<file path="config.mk">
export PLATFORM = sky130hd
export DESIGN_NAME = lht_access_scheduler_flat
export DESIGN_NICKNAME = d
export VERILOG_FILES = /design/src/rtl/lht_access_scheduler_if.sv /design/src/rtl/lht_access_scheduler.sv /design/src/flat_wrapper.sv
export SDC_FILE = /design/constraint.sdc
export NUM_CORES = 1
export LEC_CHECK = 0
export CAP_MARGIN = 20
export CORE_MARGIN = 10
export CORE_UTILIZATION = 60
export DETAILED_ROUTE_END_ITERATION = 8
export DONT_BUFFER_PORTS = 1
export PLACE_DENSITY = 0.8
export SYNTH_ARGS = -nofsm -noshare
export SYNTH_HDL_FRONTEND = slang
export SYNTH_SLANG_ARGS = --single-unit
</file>
<file path="constraint.sdc">
create_clock -name clock -period 5.5 [get_ports clock]
set_input_delay 1.1 -clock clock [delete_from_list [all_inputs] [get_ports clock]]
set_output_delay 1.1 -clock clock [all_outputs]
set_load 0.01 [all_outputs]
</file>
<file path="src/rtl/lht_access_scheduler_if.sv">
// ---------------------------------------------------------------------------
// lht_access_scheduler_if
// Bundles the three buses around the LHT access scheduler:
//   lookup  : lk_valid/lk_ready/lk_pc request, lk_rsp_valid/lk_rsp_hist response
//   update  : upd_valid/upd_ready/upd_pc/upd_taken resolved-branch requests
//   table   : tbl_addr/tbl_rd_en/tbl_wr_en/tbl_wdata to the single-ported
//             array, tbl_rdata back (1-cycle read latency)
// Modports:
//   slave  - the scheduler side
//   master - the surrounding logic / storage side
// ---------------------------------------------------------------------------
interface lht_access_scheduler_if #(
  parameter int unsigned IDX_W  = 10,
  parameter int unsigned HIST_W = 10
);
  logic              lk_valid;
  logic              lk_ready;
  logic [IDX_W-1:0]  lk_pc;
  logic              lk_rsp_valid;
  logic [HIST_W-1:0] lk_rsp_hist;

  logic              upd_valid;
  logic              upd_ready;
  logic [IDX_W-1:0]  upd_pc;
  logic              upd_taken;

  logic [IDX_W-1:0]  tbl_addr;
  logic              tbl_rd_en;
  logic              tbl_wr_en;
  logic [HIST_W-1:0] tbl_wdata;
  logic [HIST_W-1:0] tbl_rdata;

  modport slave (
    input  lk_valid, lk_pc, upd_valid, upd_pc, upd_taken, tbl_rdata,
    output lk_ready, lk_rsp_valid, lk_rsp_hist, upd_ready,
           tbl_addr, tbl_rd_en, tbl_wr_en, tbl_wdata
  );

  modport master (
    output lk_valid, lk_pc, upd_valid, upd_pc, upd_taken, tbl_rdata,
    input  lk_ready, lk_rsp_valid, lk_rsp_hist, upd_ready,
           tbl_addr, tbl_rd_en, tbl_wr_en, tbl_wdata
  );
endinterface

</file>
<file path="src/rtl/lht_access_scheduler.sv">
// ---------------------------------------------------------------------------
// lht_access_scheduler
// Sequences every access to a single-ported local history table: a clear
// sweep after reset, predict-time lookups, and resolve-time read-modify-write
// history updates buffered in a small FIFO.
//
// Parameters:
//   IDX_W   table index width (2**IDX_W entries)
//   HIST_W  history bits per entry
//   QDEPTH  pending-update queue depth (power of 2, >= 2)
// Ports:
//   clock      single clock, posedge
//   reset      synchronous, active-high
//   init_done  clear sweep finished (sticky until reset)
//   bus        lht_access_scheduler_if.slave: lookup, update and table buses
// Optional feature (macro LHT_STATS_EN):
//   stat_lookups / stat_updates / stat_stalls, 32-bit saturating counters.
// ---------------------------------------------------------------------------
module lht_access_scheduler #(
  parameter int unsigned IDX_W  = 10,
  parameter int unsigned HIST_W = 10,
  parameter int unsigned QDEPTH = 4
) (
  input  logic clock,
  input  logic reset,
  output logic init_done,
`ifdef LHT_STATS_EN
  output logic [31:0] stat_lookups,
  output logic [31:0] stat_updates,
  output logic [31:0] stat_stalls,
`endif
  lht_access_scheduler_if.slave bus
);

  localparam int unsigned PTR_W = $clog2(QDEPTH);
  localparam int unsigned CNT_W = PTR_W + 1;

  typedef enum logic [2:0] {
    INIT,
    IDLE,
    LK_WAIT,
    UP_WAIT,
    UP_WR
  } state_t;

  state_t            state, state_d;
  logic [IDX_W-1:0]  ptr;

  logic [IDX_W-1:0]  q_pc    [QDEPTH];
  logic              q_taken [QDEPTH];
  logic [PTR_W-1:0]  head, tail;
  logic [CNT_W-1:0]  count;

  logic [HIST_W-1:0] hist_q;
  logic              rsp_valid;
  logic [HIST_W-1:0] rsp_hist;

  logic              full, empty, urgent;
  logic              lk_ready, upd_ready;
  logic              lk_fire, push, pop;

  logic [IDX_W-1:0]  addr;
  logic              rd_en, wr_en;
  logic [HIST_W-1:0] wdata;

  assign full   = (count == CNT_W'(QDEPTH));
  assign empty  = (count == '0);
  // One slot of headroom left: stop admitting lookups so the queue drains
  // before it fills and back-pressures the resolve logic.
  assign urgent = (count >= CNT_W'(QDEPTH - 1));

  assign lk_ready  = !reset && (state == IDLE) && init_done && !urgent;
  assign upd_ready = !reset && init_done && !full;
  assign lk_fire   = bus.lk_valid && lk_ready;
  assign push      = bus.upd_valid && upd_ready;

  always_comb begin
    state_d = state;
    addr    = '0;
    rd_en   = 1'b0;
    wr_en   = 1'b0;
    wdata   = '0;
    pop     = 1'b0;
    unique case (state)
      INIT: begin
        wr_en = 1'b1;
        addr  = ptr;
        if (ptr == '1) state_d = IDLE;
      end
      IDLE: begin
        if (lk_fire) begin
          rd_en   = 1'b1;
          addr    = bus.lk_pc;
          state_d = LK_WAIT;
        end else if (!empty) begin
          rd_en   = 1'b1;
          addr    = q_pc[head];
          state_d = UP_WAIT;
        end
      end
      LK_WAIT: state_d = IDLE;
      UP_WAIT: state_d = UP_WR;
      UP_WR: begin
        wr_en   = 1'b1;
        addr    = q_pc[head];
        wdata   = {hist_q[HIST_W-2:0], q_taken[head]};
        pop     = 1'b1;
        state_d = IDLE;
      end
      default: state_d = INIT;
    endcase
    // A reset landing mid-access must not let the table see a stray strobe.
    if (reset) begin
      addr  = '0;
      rd_en = 1'b0;
      wr_en = 1'b0;
      wdata = '0;
      pop   = 1'b0;
    end
  end

  always_ff @(posedge clock) begin
    if (reset) begin
      state     <= INIT;
      ptr       <= '0;
      init_done <= 1'b0;
      head      <= '0;
      tail      <= '0;
      count     <= '0;
      hist_q    <= '0;
      rsp_valid <= 1'b0;
      rsp_hist  <= '0;
    end else begin
      state <= state_d;
      if (state == INIT) begin
        ptr <= ptr + IDX_W'(1);
        if (ptr == '1) init_done <= 1'b1;
      end
      if (state == UP_WAIT) hist_q <= bus.tbl_rdata;
      rsp_valid <= (state == LK_WAIT);
      if (state == LK_WAIT) rsp_hist <= bus.tbl_rdata;
      if (push) tail <= tail + PTR_W'(1);
      if (pop)  head <= head + PTR_W'(1);
      if (push && !pop)      count <= count + CNT_W'(1);
      else if (pop && !push) count <= count - CNT_W'(1);
    end
  end

  // Queue storage needs no reset: head/tail/count define what is valid.
  always_ff @(posedge clock) begin
    if (push) begin
      q_pc[tail]    <= bus.upd_pc;
      q_taken[tail] <= bus.upd_taken;
    end
  end

`ifdef LHT_STATS_EN
  always_ff @(posedge clock) begin
    if (reset) begin
      stat_lookups <= '0;
      stat_updates <= '0;
      stat_stalls  <= '0;
    end else begin
      if (lk_fire && (stat_lookups != '1))
        stat_lookups <= stat_lookups + 32'd1;
      if ((state == UP_WR) && (stat_updates != '1))
        stat_updates <= stat_updates + 32'd1;
      if (init_done && bus.lk_valid && !lk_ready && (stat_stalls != '1))
        stat_stalls <= stat_stalls + 32'd1;
    end
  end
`endif

  assign bus.lk_ready     = lk_ready;
  assign bus.upd_ready    = upd_ready;
  assign bus.lk_rsp_valid = rsp_valid;
  assign bus.lk_rsp_hist  = rsp_hist;
  assign bus.tbl_addr     = addr;
  assign bus.tbl_rd_en    = rd_en;
  assign bus.tbl_wr_en    = wr_en;
  assign bus.tbl_wdata    = wdata;

endmodule

</file>
<file path="src/flat_wrapper.sv">
// flat-port wrapper written by rule: the top's interface ports become plain ports
module lht_access_scheduler_flat 
#(
  parameter int unsigned IDX_W  = 10,
  parameter int unsigned HIST_W = 10,
  parameter int unsigned QDEPTH = 4
)
  (clock, reset, init_done, bus_lk_valid, bus_lk_pc, bus_upd_valid, bus_upd_pc, bus_upd_taken, bus_tbl_rdata, bus_lk_ready, bus_lk_rsp_valid, bus_lk_rsp_hist, bus_upd_ready, bus_tbl_addr, bus_tbl_rd_en, bus_tbl_wr_en, bus_tbl_wdata);
  lht_access_scheduler_if #(.IDX_W(IDX_W), .HIST_W(HIST_W)) bus_i ();
  input  logic clock;
  input  logic reset;
  output logic init_done;
  input wire logic [$bits(bus_i.lk_valid)-1:0] bus_lk_valid;
  input wire logic [$bits(bus_i.lk_pc)-1:0] bus_lk_pc;
  input wire logic [$bits(bus_i.upd_valid)-1:0] bus_upd_valid;
  input wire logic [$bits(bus_i.upd_pc)-1:0] bus_upd_pc;
  input wire logic [$bits(bus_i.upd_taken)-1:0] bus_upd_taken;
  input wire logic [$bits(bus_i.tbl_rdata)-1:0] bus_tbl_rdata;
  output wire logic [$bits(bus_i.lk_ready)-1:0] bus_lk_ready;
  output wire logic [$bits(bus_i.lk_rsp_valid)-1:0] bus_lk_rsp_valid;
  output wire logic [$bits(bus_i.lk_rsp_hist)-1:0] bus_lk_rsp_hist;
  output wire logic [$bits(bus_i.upd_ready)-1:0] bus_upd_ready;
  output wire logic [$bits(bus_i.tbl_addr)-1:0] bus_tbl_addr;
  output wire logic [$bits(bus_i.tbl_rd_en)-1:0] bus_tbl_rd_en;
  output wire logic [$bits(bus_i.tbl_wr_en)-1:0] bus_tbl_wr_en;
  output wire logic [$bits(bus_i.tbl_wdata)-1:0] bus_tbl_wdata;
  assign bus_i.lk_valid = bus_lk_valid;
  assign bus_i.lk_pc = bus_lk_pc;
  assign bus_i.upd_valid = bus_upd_valid;
  assign bus_i.upd_pc = bus_upd_pc;
  assign bus_i.upd_taken = bus_upd_taken;
  assign bus_i.tbl_rdata = bus_tbl_rdata;
  assign bus_lk_ready = bus_i.lk_ready;
  assign bus_lk_rsp_valid = bus_i.lk_rsp_valid;
  assign bus_lk_rsp_hist = bus_i.lk_rsp_hist;
  assign bus_upd_ready = bus_i.upd_ready;
  assign bus_tbl_addr = bus_i.tbl_addr;
  assign bus_tbl_rd_en = bus_i.tbl_rd_en;
  assign bus_tbl_wr_en = bus_i.tbl_wr_en;
  assign bus_tbl_wdata = bus_i.tbl_wdata;
  lht_access_scheduler #(.IDX_W(IDX_W), .HIST_W(HIST_W), .QDEPTH(QDEPTH)) u_core (.clock(clock), .reset(reset), .init_done(init_done), .bus(bus_i));
endmodule
</file>
# Yosys cells after proc, flatten, opt, wreduce, memory -nomap -nowiden
# Memory sizes are Yosys's and may differ from the RTL's. A register that Yosys moved wholly into a read port is not among the register bits.
# Index checks and enable logic that the tools add are counted.
# Widths: inputs -> output; s select.
# word_totals
register_bits,41
ramBits,44
output_inout_bits,36
word_cells,72
n_memories,2
# op_classes
add_sub_neg,5
order_cmp,1
n_eq_ne,8
muxes,26
reduce_logical,21
# mem_list
name,words,width,rd,rd_ports_with_merged_regs,wr,line,rtl
u_core.q_pc,4,10,1,1,1,lht_access_scheduler.sv:49,logic [IDX_W-1:0] q_pc [QDEPTH];
u_core.q_taken,4,1,1,1,1,lht_access_scheduler.sv:50,logic q_taken [QDEPTH];
# op_table
cell,n
$mux 10,5
$pmux 10 s3,1
$mux 3,5
$pmux 3 s4,1
$add 10x1->10 const B,1
$eq 10x10->1 const B,1
$mux 1,10
$logic_and 1x1->1,9
$mux 2,4
$eq 3x2->1 const B,2
$eq 3x3->1 const B,2
$logic_not 3->1,2
$logic_not 1->1,5
$add 2x1->2 const B,2
$reduce_and 2->1,2
$reduce_or 2->1,2
$add 3x1->3 const B,1
$eq 3x1->1 const B,1
$ge 3x2->1 const B,1
$ne 3x3->1 const B,1
$sub 3x1->3 const B,1
$ne 2x1->1 const B,1
$reduce_bool 2->1,1

# Depth between registers and ports, before layout
# Gate-level depths: netlist (run 1).
# logic_depth
ltp_word,8
mapped_depth,10

# Worst setup path before layout (run 1)
# Ideal clock, no wire load.
# synth_timing
path_type,input -> output
start,input port reset
end,output port bus_tbl_addr[2]
arrival_time_ns,2.188
t_required_ns,4.400
path_slack_ns,2.212
cell_stages,6
cell_sequence,buf_4 nor4b_1 and4_1 buf_2 a21boi_0 o2bb2ai_1
# synth_between
elab_chain_cells,8
# synth_lines
element,line,rtl
"start, declared",flat_wrapper.sv:11,input logic reset;
$logic_not 1->1,lht_access_scheduler.sv:72,assign lk_ready = !reset && (state == IDLE) && init_done && !urgent;
$logic_and 1x1->1 (3 in series),lht_access_scheduler.sv:72,
$logic_and 1x1->1,lht_access_scheduler.sv:74,assign lk_fire = bus.lk_valid && lk_ready;
$mux 10,lht_access_scheduler.sv:91,if (lk_fire) begin
$pmux 10 s3,lht_access_scheduler.sv:84,unique case (state)
$mux 10 *,lht_access_scheduler.sv:113,if (reset) begin
"end, declared",flat_wrapper.sv:23,output wire logic [$bits(bus_i.tbl_addr)-1:0] bus_tbl_addr;
# Every way passes the cells marked *; elsewhere a longest branch is shown, timed or not.

# Final worst setup path (run 1)
# layout_timing
start,register u_core.state[0]
end,output port bus_tbl_addr[2]
# layout_between
elab_chain_cells,8
word_cells_on_any_way,10
cone_classes,eq/ne (2); mux (3); reduce/logical (5)
# layout_lines
element,line,rtl
"start, declared",lht_access_scheduler.sv:46,"state_t state, state_d;"
"start signal, assigned",lht_access_scheduler.sv:134,state <= state_d;
$eq 3x1->1,"lht_access_scheduler.sv:72, lht_access_scheduler.sv:84",
$logic_and 1x1->1 (3 in series),lht_access_scheduler.sv:72,
$logic_and 1x1->1,lht_access_scheduler.sv:74,
$mux 10,lht_access_scheduler.sv:91,
$pmux 10 s3 *,lht_access_scheduler.sv:84,
$mux 10 *,lht_access_scheduler.sv:113,
# Marks and branches as above.

==> metrics.md, run 1 <==
| Metric | Value |
|---|---|
| Dominant cells by area after synthesis | `edfxtp_1, dfxtp_1, mux4_2` |
| H-tree levels | `3` |
| Reg clk slew, reported paths | `0.10 ns` |
| Slew HR | `between 20 and 30%` |
| Core Util, Final | `between 60% and 70%` |
| Pin slew with the least headroom to its limit | `approximately 1.1 ns` |
| Hold_ws | `~0.45 ns` |
| Largest net degree at the start of global routing | `48` |
| Tcrit/Tclk final | `68.3%` |
| Routed vias/inst | `5.89` |
| GP Congestion | `0.831` |
| PwrDens | `a little under 300 mW/mm^2` |
| Die area | `0.00974 sq mm` |
| Worst setup EP type | `output pin` |
| Root buf cell | `clkbuf_8` |
| Post-Syn Nets | `343` |
| Minimum clock period | `3.75 ns` |
| I/O Buffers | `0` |
| Initial DRC count | `just over 100` |
| Clock sinks | `87` |
| Slowest CP cell | `nor2b_1` |
| Layout cells sized above 1 | `a little under an eighth` |
| Routed WL | `around 7.1 mm` |
| Leak | `about 1.3 nW` |
| Initial Utilization | `62.4%` |
| Dpl hpwl | `about 5 mm` |
| P_int | `a little over 0.0009 W` |
| Inst Count DP | `approximately 360` |
| Worst Skew | `between 0.01 and 0.015 ns` |
| Die extent in y | `between 90 and 100 um` |
| Number of antenna violations at the first check in global routing | `0` |
| DR vias | `between 2k and 2.5k` |
| Post-CTS Setup Bufs | `0` |
| Startpoint Class | `register` |
| Final routed DRC violation total | `0` |
| Layout area overhead | `6.13%` |
| CP max FO | `14` |
| Global-route wire length before repair | `around 12 mm` |
| Number of distinct library cells after synthesis | `39` |
| Ant diodes | `0` |
| DR pass1 iterations | `4` |
| CTS resizes | `0` |
| Max VDD drop | `245 uV` |
| Avg Cell Area, Syn | `roughly 12 sq um` |
| Leading area contributor after synthesis | `edfxtp_1` |
| Critical Path AT | `2.65 ns` |
| CP cell instances | `nor2b_1, and4_1, a21boi_0, o2bb2ai_1` |
| Clk_lat worst skew | `0.36 ns` |
| Synthesized area | `roughly 0.0037 sq mm` |
| Max_cap viols | `0` |
| Hold Buf Count CTS | `0` |
| Slowest Stage Delay on Critical Path | `~0.8 ns` |
| Non-filler cells, final | `375` |
| Combinational share of power | `1.2%` |
| Net Sw Frac | `21.9%` |
| Hold Path Class | `reg2reg` |
| Total gr overflow | `0` |
| Core area | `approximately 0.006 sq mm` |
| Routed Antenna Nets | `0` |
| Vias in the first global route | `2224` |
| Status | `finished, final reports clean` |
| CTS tree | `yes` |
| Clock power frac | `39.9%` |
| CP Class | `reg2out` |
| Switching Power | `around 0.00025 W` |
| Fmax | `266 MHz` |
| Post-synthesis sequential area ratio | `between 50% and 60%` |
| Worst path bufs/invs | `0` |
| Syn Inst Count | `301` |
| CP Data Required Time | `around 4.4 ns` |
| Top cell type's share of synthesized area | `about 36%` |
| RSZ-0062 raised after global routing | `no` |
| Setup TNS | `0 ns` |
| Total CTS buffers | `9` |
| CTS Buffer Depth | `2` |
| Yosys warns | `0` |
| Yosys reg bits | `87` |
| Placement Rows | `28` |
| DIE WIDTH | `slightly below 100 um` |
| CP top delay family | `simple AND/OR/NAND/NOR gates` |
| Max-slew violations | `0` |
| I/O pins | `71` |
| Reg power frac | `slightly below 60%` |
| Layout Nets | `between 300 and 400` |
| All-Layer GR Usage | `14.9%` |
| Final setup fails | `0` |
| WL/cell | `about 19 um` |
| Final hold vios | `0` |
[stage by stage]
stage                     setup slack, ns  area (sq um)  total power [W]
final                                1.75          3940          0.00116
after floorplan                      2.21          3720         0.000715
after global routing                 1.52          3940          0.00120
after CTS                            1.75          3940          0.00117
after global placement               1.95          3730         0.000712
after detailed placement             1.90          3730         0.000712
[kinds of logic (layout without fill, tap and decap cells)]
kind of cell	Yosys count	count (layout)	synth area share (%)
buf+inv	25	24	3.23
compound gates	42	42	7.78
simple gates	103	103	14.5
fa+ha+maj	7	7	2.56
flops	87	87	58.7
xor+xnor	13	13	3.06
mux	24	24	10.2
[final timing paths]
check / from / to / slack, ns / cells after the start
hold / removal: u_core.hist_q[8]$_SDFFE_PP0P_ / u_core.hist_q[8]$_SDFFE_PP0P_ / 0.45 / 2
setup reg to reg: u_core.state[1]$_SDFFE_PP0P_ / u_core.count[2]$_SDFFE_PP0P_ / 2.92 / 8
setup / recovery: u_core.state[0]$_SDFFE_PP0P_ / bus_tbl_addr[2] / 1.75 / 4
hold reg to reg: u_core.hist_q[8]$_SDFFE_PP0P_ / u_core.hist_q[8]$_SDFFE_PP0P_ / 0.45 / 2
[flip-flops by register name (all words and copies together) (netlist names), named ones only]
register and count:
u_core.q_taken 4, u_core.init_done 1, u_core.head 2, u_core.state 3, u_core.ptr 10, u_core.bus.lk_rsp_valid 1, u_core.q_pc 40, u_core.tail 2
u_core.hist_q 9, u_core.count 3, u_core.bus.lk_rsp_hist 10
[cell usage after synthesis]
library cell	number
xor2_1	6
nand2_1	20
or4b_4	1
mux4_2	11
a41o_1	1
and4_1	1
xnor2_1	7
nor2_1	34
nor3b_1	1
buf_2	3
nand2b_1	1
and2_1	14
and3_1	1
a21boi_0	1
o21ai_0	2
a31oi_1	1
buf_4	2
nor2b_1	2
a22oi_1	9
mux2i_1	13
nand3_1	11
nor4bb_1	1
dfxtp_1	43
buf_6	2
fa_1	1
a21oi_1	16
a211oi_2	1
or3_1	3
edfxtp_1	44
a211oi_1	1
nor4b_1	2
inv_1	7
nor3_1	6
nand4_1	3
buf_1	1
ha_1	6
clkbuf_1	10
o2bb2ai_1	10
nor4_4	2
[cell usage in the layout, fill, tap and decap left out, drive strengths merged, types with 2 or more instances in the layout]
cell / n
mux4: 11
mux2i: 13
xor2: 6
nor2b: 2
a211oi: 2
inv: 11
o2bb2ai: 10
edfxtp: 44
nor4b: 2
nand4: 3
nand3: 11
clkinvlp: 2
clkbuf: 9
or3: 3
nor4: 2
a22oi: 9
nand2: 20
ha: 6
nor2: 34
and2: 14
nor3: 6
o21ai: 2
a21oi: 16
dfxtp: 43
xnor2: 7
[power by group through the flow]
stage | sequential [W] | combinational [W] | clock [W]
CTS | 0.000684 | 0.0000138 | 0.000470
floorplan | 0.000698 | 0.0000172 | 0
global route | 0.000684 | 0.0000152 | 0.000500
detailed placement | 0.000698 | 0.0000138 | 0
finish | 0.000684 | 0.0000137 | 0.000463
global placement | 0.000698 | 0.0000135 | 0
[layer usage]
| metal | part of all wire (%) | GRT usage [%] | up-vias |
|---|---|---|---|
| met2 | 50 | 24.0 | 55 |
| met5 | 0 | 0 | - |
| li1 | - | - | 1079 |
| met1 | 42 | 17.3 | 1064 |
| met3 | 6.0 | 5.52 | 12 |
| met4 | 1.8 | 6.62 | 0 |
[worst min-delay path: cells and delay by family (launching register included)]
kind	cells	cell delay, ns
compound gates	1	0.05
simple gates	1	0.05
flops	1	0.31
[area by class of cell]
type	count	area (sq um)
clock buffers	9	124
flip-flops and latches	87	2180
fillers	451	2010
multi-input cells	189	1430
well taps	75	93.8
inverters	7	26.3
clock inverters	7	85.1
repair buffers	1	7.51
Note: power is estimated with default switching activity, not from simulation.
==> run 2: changes to the inputs <==
--- a/config.mk
+++ b/config.mk
@@ -7,10 +7,10 @@
 export LEC_CHECK = 0
 export CAP_MARGIN = 20
 export CORE_MARGIN = 10
-export CORE_UTILIZATION = 60
+export CORE_UTILIZATION = 56
 export DETAILED_ROUTE_END_ITERATION = 8
 export DONT_BUFFER_PORTS = 1
-export PLACE_DENSITY = 0.8
+export PLACE_DENSITY = 0.78
 export SYNTH_ARGS = -nofsm -noshare
 export SYNTH_HDL_FRONTEND = slang
 export SYNTH_SLANG_ARGS = --single-unit
==> constraint.sdc (replaced) <==
create_clock -name clock -period 3.21 [get_ports clock]
set_input_delay 0.642 -clock clock [delete_from_list [all_inputs] [get_ports clock]]
set_output_delay 0.642 -clock clock [all_outputs]
set_load 0.01 [all_outputs]
==> run 2 against run 1 <==
Worst hold slack worse by 0.12 ns. Final cell count rose by 1.3%. Sequential power increased by 71%. Wire length is 2.2% higher. Register-to-register slack got worse by 2.1 ns. Final area rose by 0.67%. Sequential share of layout area fell by 0.37 points. Non-clock buffer count increased by 3. First-iteration DRC count shrank 7.9%. Combinational power rose by 74%. Critical endpoint unchanged. Highest routed layer unchanged.
==> metrics.md, run 2 (synthesized netlist as in run 1, its figures left out) <==
| Metric | Value |
|---|---|
| Status | `finished, final reports clean` |
| CTS Buffer Depth | `2` |
| WL/cell | `around 19 um` |
| GP Congestion | `0.804` |
| Clock power frac | `approximately two fifths` |
| Net Sw Frac | `a little under a quarter` |
| CP Class | `reg2out` |
| Area of the multi-input gates | `between 0.001 and 0.0015 sq mm` |
| Reg power frac | `58.4%` |
| Clk_lat worst skew | `~0.37 ns` |
| Design Area, Final | `~0.0040 sq mm` |
| Initial Utilization | `approximately 58%` |
| Clock sinks | `between 80 and 90` |
| Worst path bufs/invs | `1` |
| Post-CTS Setup Bufs | `0` |
| I/O Buffers | `0` |
| Hold Path Class | `in2reg` |
| Slew HR | `a little under a third` |
| Number of antenna violations at the first check in global routing | `0` |
| Pin slew with the least headroom to its limit | `approximately 1.0 ns` |
| Final hold vios | `0` |
| Max VDD drop | `roughly 340 uV` |
| Worst setup EP type | `output pin` |
| Total power draw | `about 0.002 W` |
| Critical Path AT | `between 2 and 2.5 ns` |
| Reg with most FFs | `u_core.q_pc` |
| Root buf cell | `clkbuf_8` |
| Switching Power | `between 0.0004 and 0.0005 W` |
| Slowest Stage Delay on Critical Path | `approximately 0.54 ns` |
| Max FFs per register | `40` |
| Slowest CP cell | `dfxtp_1` |
| Max-slew violations | `0` |
| Routed vias/inst | `about 5.7` |
| Routed WL | `roughly 7.3 mm` |
| Combinational share of power | `approximately 1.2%` |
| CP max FO | `14` |
| Max_cap viols | `0` |
| PwrDens | `~500 mW/mm^2` |
| Final setup fails | `0` |
| Die extent in y | `101 um` |
| Total CTS buffers | `9` |
| Vias in the first global route | `2237` |
| CP Data Required Time | `around 2.6 ns` |
| CTS resizes | `0` |
| Storage cell area | `0.00218 sq mm` |
| Layout Nets | `340` |
| Worst Skew | `approximately 0.013 ns` |
| All-Layer GR Usage | `around 14%` |
| CTS tree | `yes` |
| DR pass1 iterations | `4` |
| Post-DP Area | `between 0.003 and 0.004 sq mm` |
| RSZ-0062 raised after global routing | `no` |
| Global-route wire length before repair | `around 12 mm` |
| Die area | `0.0103 sq mm` |
| Layout area overhead | `6.84%` |
| Core Util, Final | `between 60% and 70%` |
| Most frequent cells in the layout | `edfxtp_1, dfxtp_1, nor2_1, nand2_1, a21oi_1` |
| Hold Buf Count CTS | `0` |
| Startpoint Class | `register` |
| Largest net degree at the start of global routing | `48` |
| Initial DRC count | `93` |
| Core area | `between 0.006 and 0.007 sq mm` |
| P_int | `~0.0016 W` |
| Fmax | `352 MHz` |
| Tcrit/Tclk final | `between 80% and 90%` |
| CP top delay family | `simple AND/OR/NAND/NOR gates` |
| DR vias | `about 2.2k` |
| Fillers | `471` |
| Ant diodes | `0` |
| Layout cells sized above 1 | `around 12%` |
| Routed Antenna Nets | `0` |
| DIE WIDTH | `101 um` |
| H-tree levels | `3` |
| Dpl hpwl | `between 5 and 6 mm` |
| Placement Rows | `29` |
| Minimum clock period | `2.84 ns` |
| I/O pins | `between 70 and 80` |
| Total gr overflow | `0` |
| Hold path start | `reset` |
| R2r startpoint | `u_core.init_done$_SDFFE_PP0P_` |
| Reg clk slew, reported paths | `~0.090 ns` |
| CP cell instances | `nor2b_1, buf_4, and4_1, a21boi_0, o2bb2ai_1` |
| Setup TNS | `0 ns` |
| Final routed DRC violation total | `0` |
| Leak | `about 1.3 nW` |
| Crit path launch | `u_core.state[0]$_SDFFE_PP0P_` |
| Commonest non-fill, non-tap cell in the layout | `edfxtp_1` |
run 2: stage by stage:
| step | hold slack, ns | setup slack [ns] | instances |
|---|---|---|---|
| global route | 0.318 | 0.174 | 380 |
| finish | 0.332 | 0.370 | 380 |
| floorplan | 0.432 | 0.596 | 301 |
| detailed placement | 0.436 | 0.588 | 364 |
| CTS | 0.323 | 0.343 | 380 |
| global placement | 0.431 | 0.679 | 364 |
run 2: final cells by class:
cell class / count / share of cell area, %
multi-input cells: 189 / 35.9
clock inverters: 7 / 2.17
flip-flops and latches: 87 / 55.0
well taps: 77 / 2.43
repair buffers: 4 / 0.756
inverters: 7 / 0.662
clock buffers: 9 / 3.12
run 2: routing by layer:
layer,track usage (%),vias up,share of wire [%]
met3,5.99,14,9.5
li1,-,1086,-
met5,0,-,0
met2,22.6,50,48
met1,16.8,1032,40
met4,7.07,0,2.0
run 2: worst paths after layout:
path | slack (ns) | cells after the start | endpoint
worst max-delay path | 0.37 | 5 | bus_tbl_addr[2]
worst min-delay path | 0.33 | 1 | u_core.bus.lk_rsp_hist[8]$_SDFFE_PP0P_
worst max register to register | 0.79 | 8 | u_core.count[2]$_SDFFE_PP0P_
worst min register to register | 0.45 | 2 | u_core.hist_q[3]$_SDFFE_PP0P_
run 2: power by group through the flow:
stage / Sequential [W] / Clock (W) / Combinational (W)
2_1_floorplan: 0.00120 / 0 / 0.0000295
3_3_place_gp: 0.00120 / 0 / 0.0000234
3_5_place_dp: 0.00120 / 0 / 0.0000243
4_1_cts: 0.00117 / 0.000818 / 0.0000244
5_1_grt: 0.00117 / 0.000871 / 0.0000269
6_report: 0.00117 / 0.000812 / 0.0000239
run 2: worst reg2reg max path: stages, from the launching register on:
cell      delay (ns)
dfxtp_1         0.49
nand2b_1        0.14
a211oi_2        0.44
ha_1            0.27
inv_1           0.06
fa_1            0.37
xor2_1          0.16
or3_1           0.31
a21oi_1         0.14
==> run 3: changes to the inputs <==
--- a/config.mk
+++ b/config.mk
@@ -10,6 +10,7 @@
 export CORE_UTILIZATION = 56
 export DETAILED_ROUTE_END_ITERATION = 8
 export DONT_BUFFER_PORTS = 1
+export HOLD_SLACK_MARGIN = 0.08
 export PLACE_DENSITY = 0.78
 export SYNTH_ARGS = -nofsm -noshare
 export SYNTH_HDL_FRONTEND = slang
==> results of run 3 <==
The final DEF is identical to that of run 2; final timing and power are the same.
